===== config.mk =====
export PLATFORM = sky130hd
export DESIGN_NAME = display_scheduler
export DESIGN_NICKNAME = d
export VERILOG_FILES = /design/src/rtl/display_scheduler.sv
export SDC_FILE = /design/constraint.sdc
export NUM_CORES = 1
export LEC_CHECK = 0
export BUFFER_PORTS_ARGS = -buffer_cell sky130_fd_sc_hd__buf_4
export CORE_ASPECT_RATIO = 0.8
export CORE_MARGIN = 3
export CORE_UTILIZATION = 48
export DETAILED_ROUTE_END_ITERATION = 10
export GPL_TIMING_DRIVEN = 0
export PLACE_DENSITY_LB_ADDON = 0.3
export SLEW_MARGIN = 15
export SYNTH_ARGS = -nofsm -noshare
export SYNTH_HDL_FRONTEND = slang
export SYNTH_SLANG_ARGS = --single-unit
export TNS_END_PERCENT = 50

===== constraint.sdc =====
create_clock -name clk -period 2.92 [get_ports clk]
set_input_delay 0.584 -clock clk [delete_from_list [all_inputs] [get_ports clk]]
set_output_delay 0.584 -clock clk [all_outputs]
set_load 0.02 [all_outputs]

===== src/rtl/display_scheduler.sv =====
// display_scheduler: time-multiplexed 4-digit display driver.
// Adds per-slot blanking and per-digit blinking, and reloads digits only at frame boundaries so the display never tears.
module display_scheduler #(
  parameter int REFRESH_DIV  = 27000,
  parameter int BLANK_CYC    = 270,
  parameter int BLINK_FRAMES = 64
) (
  input  logic        clk,
  input  logic        rst_n,
  input  logic        load_valid,
  input  logic [19:0] load_data,
  input  logic [3:0]  load_blink,
  output logic        load_ready,
  output logic [3:0]  anodo,
  output logic [4:0]  code,
  output logic        frame_done
);
  localparam int CW = $clog2(REFRESH_DIV);
  localparam int FW = BLINK_FRAMES > 1 ? $clog2(BLINK_FRAMES) : 1;
  localparam logic [CW-1:0] C_LAST = CW'(REFRESH_DIV - 1);
  localparam logic [CW-1:0] C_SHOW = CW'(BLANK_CYC - 1);
  localparam logic [FW-1:0] F_LAST = FW'(BLINK_FRAMES - 1);
  localparam logic [0:0] BLANK = 1'b0;
  localparam logic [0:0] SHOW  = 1'b1;
  localparam logic [4:0] BLANK_CODE = 5'b10000;

  logic [CW-1:0]   r_cnt;
  logic [1:0]      r_slot;
  logic [0:0]      r_state;
  logic [3:0][4:0] r_disp, r_pend_data;
  logic [3:0]      r_blink, r_pend_blink;
  logic            r_pend_full;
  logic [FW-1:0]   r_frame_cnt;
  logic            r_phase;
  logic            w_wrap, w_accept, w_sup;

  assign w_wrap     = r_cnt == C_LAST;
  assign frame_done = w_wrap && r_slot == 2'd3;
  assign load_ready = !r_pend_full;
  assign w_accept   = load_valid && !r_pend_full;
  assign w_sup      = r_blink[r_slot] && r_phase;
  assign anodo      = (r_state == SHOW && !w_sup) ? ~(4'b0001 << r_slot) : 4'b1111;
  assign code       = r_disp[r_slot];

  always_ff @(posedge clk or negedge rst_n)
    if (!rst_n) begin
      r_cnt   <= '0;
      r_slot  <= '0;
      r_state <= BLANK;
    end else begin
      r_cnt   <= w_wrap ? '0 : r_cnt + CW'(1);
      r_slot  <= w_wrap ? r_slot + 2'd1 : r_slot;
      r_state <= w_wrap ? BLANK : (r_cnt == C_SHOW ? SHOW : r_state);
    end

  // An offer landing on a frame boundary with pending empty only fills pending; it commits one frame later.
  always_ff @(posedge clk or negedge rst_n)
    if (!rst_n) begin
      r_disp       <= {4{BLANK_CODE}};
      r_blink      <= '0;
      r_pend_data  <= '0;
      r_pend_blink <= '0;
      r_pend_full  <= 1'b0;
      r_frame_cnt  <= '0;
      r_phase      <= 1'b0;
    end else begin
      if (w_accept) begin
        r_pend_data  <= load_data;
        r_pend_blink <= load_blink;
      end
      if (frame_done && r_pend_full) begin
        r_disp  <= r_pend_data;
        r_blink <= r_pend_blink;
      end
      r_pend_full <= w_accept || (r_pend_full && !frame_done);
      if (frame_done) begin
        r_frame_cnt <= r_frame_cnt == F_LAST ? '0 : r_frame_cnt + FW'(1);
        r_phase     <= r_phase ^ (r_frame_cnt == F_LAST);
      end
    end
endmodule


Yosys cells after proc, flatten, opt, wreduce, memory -nomap -nowiden:

Index checks and enable logic that the tools add are counted.

* bits in registers: 74
* output and inout bits: 11
* word-level logic and storage cells: 47

* add/sub/neg operators: 3
* magnitude comparators: 1
* equality and inequality tests: 4
* shifts and indexed selects: 1
* muxes and demuxes: 9
* bitwise gates (word level): 2
* reduce and logical (&&, ||, !) cells: 11

Operator list (number)
* adder 15 x 1 -> 15 bit (second input constant): 1
* == test 15 bit (second input constant): 1
* == test 15 x 9 -> 1 bit (second input constant): 1
* 2-to-1 mux 15 bit: 1
* binary-select mux 5 bit (select 2 bit): 1
* adder 6 x 1 -> 6 bit (second input constant): 1
* == test 6 bit (second input constant): 1
* logical AND 1 bit: 6
* 2-to-1 mux 6 bit: 1
* 2-to-1 mux 5 bit: 1
* 2-to-1 mux 4 bit: 1
* inverter 4 bit: 1
* left shift 1 x 2 -> 4 bit (first input constant): 1
* zero test 1 bit: 3
* < comparator 2 x 3 -> 1 bit (second input constant): 1
* 2-to-1 mux 1 bit: 3
* adder 2 x 1 -> 2 bit (second input constant): 1
* binary-select mux 1 bit (select 2 bit): 1
* == test 2 bit (second input constant): 1
* nonzero test 2 bit: 1
* logical OR 1 bit: 1
* XOR 1 bit: 1

Longest topological paths before layout:

Gate-level depths: netlist of the first run.

* depth after elaboration: 6
* depth in mapped cells: 6

Worst setup path after synthesis of the first run:

No wires, ideal clock.

* path kind: reg2out
* start point: register r_slot[0]
* end point: output anodo[0]
* arrival: 1692 ps
* data required time: 2336 ps
* setup slack: 644 ps
* stages on the path, launching flop included: 5
* buffers on the path: 1
* cells stage by stage: dfrtp_1 clkbuf_1 mux4_2 a21oi_1 nand2_1

* longest elaborated chain between the ends: 6

Ends and longest elaborated chain
* start, declared: RTL line 28 `logic [1:0] r_slot;`
* start signal, assigned: RTL line 52 `r_slot <= w_wrap ? r_slot + 2'd1 : r_slot;`
* binary-select mux 1 bit (select 2 bit): RTL line 41 `assign w_sup = r_blink[r_slot] && r_phase;`
* 2-to-1 mux 1 bit (not written as such): RTL line 41
* logical AND 1 bit: RTL line 41
* zero test 1 bit: RTL line 42 `assign anodo = (r_state == SHOW && !w_sup) ? ~(4'b0001 << r_slot) : 4'b1111;`
* logical AND 1 bit: RTL line 42
* 2-to-1 mux 4 bit (*): RTL line 42
* end, declared: RTL line 14 `output logic [3:0] anodo,`

Mark *: on every way between the ends. The rest lies on a longest branch, timed or not. The select of a mux whose other input is x is not followed.

Final worst setup path of the first run:

* start point: register r_slot[0]
* end point: output anodo[3]

The elaborated chain is that of the path after synthesis.

==> metrics, run 1 <==
Die Wd 101 um; DP Worst Slack 0.315 ns; clock buffer depth 2; Total GRT Usage 17.4%; worst endpoint data arrival time 2.14 ns; Setup Skew 0.00608 ns; die area 8210 um2; htree depth 3; Clk Latency, worst-skew pair 0.35 ns; first-pass GRT wire length 10.7 mm; register area share after synthesis 54.1%; fin area 4070 um2; Reg clk slew, reported paths 0.08 ns; CTS tree done; Antenna Cells 0; Yosys warnings 0; slew margin rel. 39.5%; Min-Delay Path Class in -> async; # hold bufs at CTS 0; Final nets 328; largest net degree at the start of global routing 75; most common cell after layout, fill and taps aside dfrtp_1; Worst Path Required 2.34 ns; Static Leak 1.84 nW; setup ws final 0.201 ns; TritonCTS Buffers 9; via density per instance 5.37; setup tns final 0 ns; post-CTS setup buffer count 0; outcome finished, final reports clean; DRT antenna net count 0; top_reg_cell synth dfrtp_1; gr ovfl total 0; asr flop ratio synth 100%; post-cts sizing count 1; antenna violations before repair 0; PwrDens 588 nW/um2; count of cell types in the netlist 42; placer congestion estimate 0.805; Finish-stage setup viols 0; crit share post-route 93.1%; nature of the critical path endpoint output port; Clock Sinks 74; Synth Register Bits 74; WS Path Type reg -> out; max-cap violation count 0; Routed WL 6.23 mm; RSZ-0062 raised after global routing false; placed insts 367; commonest non-fill, non-tap cells in the layout dfrtp_1, buf_4, mux2_2; Tmin final 2.72 ns; die height 81.6 um; io pins 38; Final Hold Viols 0; Port Buf Inserts 37; DP Wirelength 4.29 mm; syn nets 280; number of flops mapped to enable cells by yosys 0; Std-Cell Rows 26; Mapped Cells 246; Iter 0 DRT Violations 76; routed length per instance 16.3 um; area delta synth->final 18.6%; Max Slew Vio Count 0; DP Area 3810 um2; DRC Markers 0; drt pass-1 iters 6; syn_area_per_cell 14.0 um2; initial core utilization 51.5%; core area 6670 um2; CP Launch Type register; actual slew at the worst max-slew pin 0.907 ns; Tot Pwr 2.39 mW; Root Driver clkbuf_8; vias in the first global route 2183; maximum VDD drop 0.000292 V; proportion of layout cells with a drive suffix above 1 41.1%; Non-Filler Instances 383; Mapped Area 3430 um2; total number of vias 2056; critical-path maximum fanout 7; R2R setup slack 0.62 ns; f_max 368 MHz
-- state kept, by name, indices dropped and copies added, names as in the netlist, 2 cells and up --
signal,cells
r_cnt,15
r_pend_data,20
r_pend_blink,4
r_slot,2
r_frame_cnt,6
r_disp,20
r_blink,4
-- logic make-up after synthesis --
logic type | after synthesis | synth area share [%]
AOI/OAI and AO/OA | 16 | 2.99
xor gates and xnor gates | 14 | 3.57
DFF | 74 | 54.1
and+or+nand+nor | 62 | 11.4
buffers and inverters | 17 | 2.84
muxes | 56 | 22.5
adders and majority gates | 7 | 2.55
-- through the flow --
stage	utilization, %	hold slack (ns)
5_1_grt	61.0	0.416
3_5_place_dp	57.2	0.477
4_1_cts	61.0	0.390
3_3_place_gp	57.2	0.469
6_report	61.0	0.356
2_1_floorplan	-	0.288
-- synthesized netlist by cell type, types with 6 or more instances --
| master | n | area share [%] |
|---|---|---|
| ha_1 | 7 | 2.6 |
| xnor2_1 | 7 | 1.8 |
| dfrtp_1 | 70 | 51 |
| inv_1 | 7 | 0.77 |
| mux2_4 | 20 | 8.7 |
| nand3_1 | 7 | 1.0 |
| nand2_1 | 11 | 1.2 |
| nand4_1 | 7 | 1.3 |
| clkbuf_1 | 7 | 0.77 |
| mux2_2 | 28 | 9.2 |
| xor2_1 | 7 | 1.8 |
| nor2_1 | 13 | 1.4 |
| mux4_2 | 6 | 3.9 |
-- worst max-delay path, stage by stage (launching register included) --
cell,delay (ns)
dfrtp_1,0.39
clkbuf_2,0.30
mux4_2,0.55
a21oi_1,0.28
nand2_1,0.09
buf_4,0.17
-- report_power, final --
part           switching (mW)  internal [mW]
combinational          0.0643          0.126
sequential             0.0702           1.15
clock                   0.361          0.615
-- cell type report --
class | instances | area [um2]
plain buffers | 10 | 72.6
clock buffers | 12 | 155
clock inverters | 4 | 97.6
fillers | 521 | 2600
inverters | 7 | 26.3
multi-input cells | 155 | 1480
flip-flops and latches | 74 | 1860
well taps | 84 | 105
repair buffers | 37 | 278
-- routing by layer --
metal	GRT usage [%]	part of all wire, %
met1	22.7	48
met2	27.9	46
met3	5.09	4.0
met4	6.46	1.6
met5	0	0
-- path summary, 6_finish.rpt --
path	startpoint	endpoint	depth (start not counted)
min in group clk	load_blink[0]	r_pend_blink[0]	2
worst max register to register	r_cnt[0]	r_disp[11]	6
worst min-delay path	rst_n	r_disp[3]	1
worst min register to register	r_phase	r_phase	1
worst max-delay path	r_slot[0]	anodo[3]	5
max in group asynchronous	rst_n	r_pend_data[9]	1
(Power assumes the default switching activity.)
==> run 2, diff against run 1 <==
clock period = 3.4 ns   (was 2.92 ns; I/O delays follow)
==> run 2 against run 1 <==
Effect of this change:
- via count is essentially flat
- clock skew is essentially flat
- cell count is the same
- critical path type unchanged
- hold slack gained 0.096 ns
- register-to-register slack gained 0.48 ns
- highest routed layer unchanged
==> metrics, run 2 (synthesized netlist as in run 1, its figures left out) <==
outcome finished, final reports clean; Static Leak 1.84 nW (-0.19%); worst endpoint data arrival time 2.37 ns (+0.23 ns); Root Driver clkbuf_8; CTS tree done; CP max-delay cell mux4_2; Routed WL 6.22 mm (about the same); nature of the critical path endpoint output port; total number of vias 2055 (-0.049%); CP Cell Sequence clkbuf_1 -> mux4_2 -> a21oi_1 -> nand2_1 -> buf_4; crit share post-route 89.7%; htree depth 3 (unchanged); gr ovfl total 0 (unchanged); DP Wirelength 4.29 mm (unchanged); Tot Pwr 2.05 mW (-14%); DRT antenna net count 0 (unchanged); f_max 328 MHz; Final Hold Viols 0 (unchanged); largest delay contributor family on the critical path buffers and inverters; Setup Skew 0.00605 ns (-0.0000310 ns); DRC Markers 0 (unchanged); R2R setup slack 1.10 ns (+0.48 ns); commonest non-fill, non-tap cells in the layout dfrtp_1, buf_4, mux2_2; Worst Path Required 2.72 ns (+0.38 ns); routed length per instance 16.2 um (about the same); clock buffer depth 2 (unchanged); via density per instance 5.37 (about the same); post-CTS setup buffer count 0 (unchanged); antenna violations before repair 0 (unchanged); slew margin rel. 39.5% (about the same); drt pass-1 iters 6 (unchanged); Port Buf Inserts 37 (unchanged); largest net degree at the start of global routing 75 (unchanged); post-cts sizing count 0 (-1); Die Wd 101 um (unchanged); most common cell after layout, fill and taps aside dfrtp_1; Max stage delay on crit path 0.59 ns (+0.04 ns); Max Slew Vio Count 0 (unchanged); actual slew at the worst max-slew pin 0.907 ns (+0.000198 ns); CP Launch Type register; Total GRT Usage 17.4% (unchanged); Iter 0 DRT Violations 76 (unchanged); Min-Delay Path Class in -> async; vias in the first global route 2183 (unchanged); setup ws final 0.350 ns (+0.149 ns); proportion of layout cells with a drive suffix above 1 40.8% (-0.33 points); WS Path Type reg -> out; # hold bufs at CTS 0 (unchanged); initial core utilization 51.5% (unchanged); Clk Latency, worst-skew pair 0.35 ns (about the same); Finish-stage setup viols 0 (unchanged); max-cap violation count 0 (unchanged); Clock Sinks 74 (unchanged); placer congestion estimate 0.805 (unchanged); Std-Cell Rows 26 (unchanged); maximum VDD drop 0.000251 V (-14%); RSZ-0062 raised after global routing false; Buf/Inv on CP 2 (unchanged); setup tns final 0 ns (unchanged); die height 81.6 um (unchanged); critical-path maximum fanout 7 (unchanged); die area 8210 um2 (unchanged); Tmin final 3.05 ns; PwrDens 505 nW/um2 (-14%); TritonCTS Buffers 9 (unchanged); core area 6670 um2 (unchanged); Reg clk slew, reported paths 0.08 ns (about the same); area delta synth->final 18.5% (about the same); DP Worst Slack 0.699 ns (+0.384 ns); Antenna Cells 0 (unchanged); Final nets 328 (unchanged); first-pass GRT wire length 10.7 mm (unchanged); io pins 38 (unchanged); largest registers r_disp (20), r_pend_data (20), r_cnt (15)
run 2: layout make-up:
| type | instances | area, um2 |
|---|---|---|
| Buffer | 10 | 71.3 |
| Clock buffer | 12 | 155 |
| Clock inverter | 4 | 97.6 |
| Fill cell | 522 | 2600 |
| Inverter | 7 | 26.3 |
| Multi-Input combinational cell | 155 | 1480 |
| Sequential cell | 74 | 1860 |
| Tap cell | 84 | 105 |
| Timing Repair Buffer | 37 | 278 |
run 2: power by group:
group	leakage (nW)	switching (mW)	internal (mW)
combinational	0.769	0.0553	0.108
sequential	0.947	0.0603	0.992
clock	0.123	0.310	0.528
total	1.84	0.426	1.63
run 2: metrics by stage:
step                area (um2)  cells  hold slack (ns)  util, %
floorplan                 3430    246            0.384        -
global placement          3810    367            0.469     57.2
detailed placement        3810    367            0.477     57.2
CTS                       4070    383            0.486     61.0
global route              4070    383            0.512     61.0
finish                    4070    383            0.451     61.0
run 2: worst register-to-register path, stage by stage (launching register included):
cell	delay, ns
dfrtp_1	0.40
ha_1	0.28
nand2_1	0.10
or3_4	0.41
nor3_4	0.47
buf_12	0.22
mux2_4	0.31
run 2: worst paths after layout:
path	startpoint	end	depth (start not counted)
setup reg to reg	r_cnt[0]	r_disp[11]	6
hold reg to reg	r_phase	r_phase	1
max in group asynchronous	rst_n	r_pend_data[9]	1
hold / removal	rst_n	r_disp[3]	1
setup / recovery	r_slot[0]	anodo[3]	5
min in group clk	r_phase	r_phase	1
run 2: per-layer routing:
metal,share of wire [%],global-route usage [%],vias to the layer above
li1,-,-,979
met1,48,22.7,1030
met2,46,27.9,38
met3,4.0,5.09,8
met4,1.6,6.46,0
met5,0,0,-
==> run 3, diff against run 2 <==
clock period = 2.6 ns   (was 3.4 ns; I/O delays follow)
==> run 3 against run 2 <==
Effect of this change:
- critical path depth unchanged
- worst setup slack got worse by 0.23 ns
- sequential power increased by 31%
- count of clock-buffer cells in the layout unchanged
- sequential share of layout area decreased by 0.084 points
- wire length about the same
- cell count decreased by 0.26%
- die area unchanged
- flip-flop and latch count unchanged
- hold slack got worse by 0.16 ns
- first-iteration DRC count decreased by 9.2%
- highest routed layer unchanged
==> metrics, run 3 (synthesized netlist as in run 1, its figures left out) <==
routed length per instance 16.3 um (+0.21%); reg2reg start r_cnt[0]; setup tns final 0 ns (unchanged); Non-Filler Instances 382 (-0.26%); R2R setup slack 0.31 ns (-0.79 ns); f_max 403 MHz; actual slew at the worst max-slew pin 0.909 ns (+0.00117 ns); DP Worst Slack 0.0586 ns (-0.640 ns); DRT antenna net count 0 (unchanged); DRC Markers 0 (unchanged); io pins 38 (unchanged); post-CTS setup buffer count 0 (unchanged); Die Wd 101 um (unchanged); Static Leak 1.84 nW (+0.15%); Port Buf Inserts 37 (unchanged); core area 6670 um2 (unchanged); vias in the first global route 2179 (-0.18%); Root Driver clkbuf_8; max-cap violation count 0 (unchanged); proportion of layout cells with a drive suffix above 1 42.3% (+1.5 points); Max stage delay on crit path 0.54 ns (-0.05 ns); gr ovfl total 0 (unchanged); total number of vias 2042 (-0.63%); Comb power frac 8.0% (about the same); Finish-stage setup viols 0 (unchanged); first-pass GRT wire length 10.7 mm (about the same); Worst Path Required 2.08 ns (-0.64 ns); initial core utilization 51.5% (unchanged); Std-Cell Rows 26 (unchanged); worst reg-to-reg path cell count 6 (unchanged); CP Launch Type register; outcome finished, final reports clean; DP Wirelength 4.29 mm (unchanged); largest net degree at the start of global routing 75 (unchanged); Reg clk slew, reported paths 0.08 ns (about the same); PwrDens 658 nW/um2 (+30%); die height 81.6 um (unchanged); worst endpoint data arrival time 1.96 ns (-0.41 ns); Final Hold Viols 0 (unchanged); CP max-delay cell mux4_2; critical-path maximum fanout 7 (unchanged); Core Util, Final 61.1% (+0.11 points); die area 8210 um2 (unchanged); RSZ-0062 raised after global routing false; switching fraction of total power 20.7% (-0.080 points); Final nets 327 (-0.30%); clock buffer depth 2 (unchanged); Clock Sinks 74 (unchanged); Clk Latency, worst-skew pair 0.35 ns (about the same); largest registers r_disp (20), r_pend_data (20), r_cnt (15); Antenna Cells 0 (unchanged); Tmin final 2.48 ns; Setup Skew 0.00658 ns (+0.000534 ns); antenna violations before repair 0 (unchanged); cell mode on critical path buf_4; most common cell after layout, fill and taps aside dfrtp_1; Min-Delay Path Class in -> async; slew margin rel. 39.4% (-0.078 points); crit share post-route 95.4%; Iter 0 DRT Violations 69 (-9.2%); maximum VDD drop 0.000328 V (+31%); Psw 0.554 mW (+30%); R2R Path End r_disp[11]; setup ws final 0.118 ns (-0.232 ns); TritonCTS Buffers 9 (unchanged); drt pass-1 iters 4 (-2); placer congestion estimate 0.805 (unchanged); via density per instance 5.35 (-0.37%); Pint 2.13 mW (+31%); Reg power frac 51.3% (about the same); clock share of power 40.8% (about the same); commonest non-fill, non-tap cells in the layout dfrtp_1, buf_4, mux2_2; Max Slew Vio Count 0 (unchanged); Total GRT Usage 17.5% (+0.018 points); CP Cell Sequence buf_4 -> mux4_2 -> a21oi_2 -> nand2_1 -> buf_4; WS Path Type reg -> out; nature of the critical path endpoint output port; CTS tree done; htree depth 3 (unchanged); placed insts 367 (unchanged); Routed WL 6.22 mm (about the same); area delta synth->final 18.7%; Hold Slack 0.292 ns (-0.159 ns)
[run 3: cell types whose count changed in the layout (fill, tap and decap cells not counted), sizes merged]
cell,previous run,this run
clkbuf,19,17
buf,40,41
[run 3: how the worst max path moves through the flow]
stage / startpoint / to / slack, ns / cells past startpoint
after CTS: r_slot[0] / frame_done / 0.06 / 5
final: r_slot[0] / anodo[0] / 0.12 / 5
after detailed placement: r_slot[0] / anodo[0] / 0.06 / 5
after floorplan: r_slot[0] / anodo[0] / 0.39 / 4
after global placement: r_slot[0] / anodo[3] / 0.07 / 5
after global routing: r_slot[0] / anodo[0] / 0.0002 / 5
[run 3: layout make-up]
type | instances | area [um2]
Sequential cell | 74 | 1860
Inverter | 7 | 26.3
Clock buffer | 12 | 155
Multi-Input combinational cell | 155 | 1480
Fill cell | 520 | 2590
Buffer | 9 | 72.6
Clock inverter | 4 | 97.6
Tap cell | 84 | 105
Timing Repair Buffer | 37 | 278
[run 3: what timing repair did]
action | in CTS | in global routing
gates resized for setup | 3 | 4
hold buffers | 0 | 0
pin swaps | 0 | 0
endpoints found under the hold margin | 0 | 0
endpoints found under the setup margin | 5 | 4
[run 3: power by group through the flow]
stage	clock network (mW)	logic (mW)	registers (mW)
after global routing	1.18	0.240	1.39
after floorplan	0	0.146	1.37
final	1.09	0.214	1.38
after detailed placement	0	0.219	1.40
after global placement	0	0.209	1.39
after CTS	1.12	0.220	1.38
[run 3: layer usage]
metal	share of wire, %	global-route usage [%]	wire (um)	vias up
met5	0	0	0	-
met4	1.3	6.46	83	0
met3	4.0	5.09	247	6
met2	47	27.9	2910	37
met1	48	22.8	2980	1025
li1	-	-	-	974
[run 3: worst max-delay path, delay by kind of cell, from the launching register on]
kind,cells,cell delay [ns]
muxes,1,0.54
DFF,1,0.40
buffers and inverters,2,0.38
AOI/OAI and AO/OA,1,0.21
and+or+nand+nor,1,0.09
[run 3: through the flow]
stage          total power, mW  area, um2
2_1_floorplan             1.51       3430
3_3_place_gp              1.60       3810
3_5_place_dp              1.62       3810
4_1_cts                   2.72       4070
5_1_grt                   2.82       4080
6_report                  2.68       4080
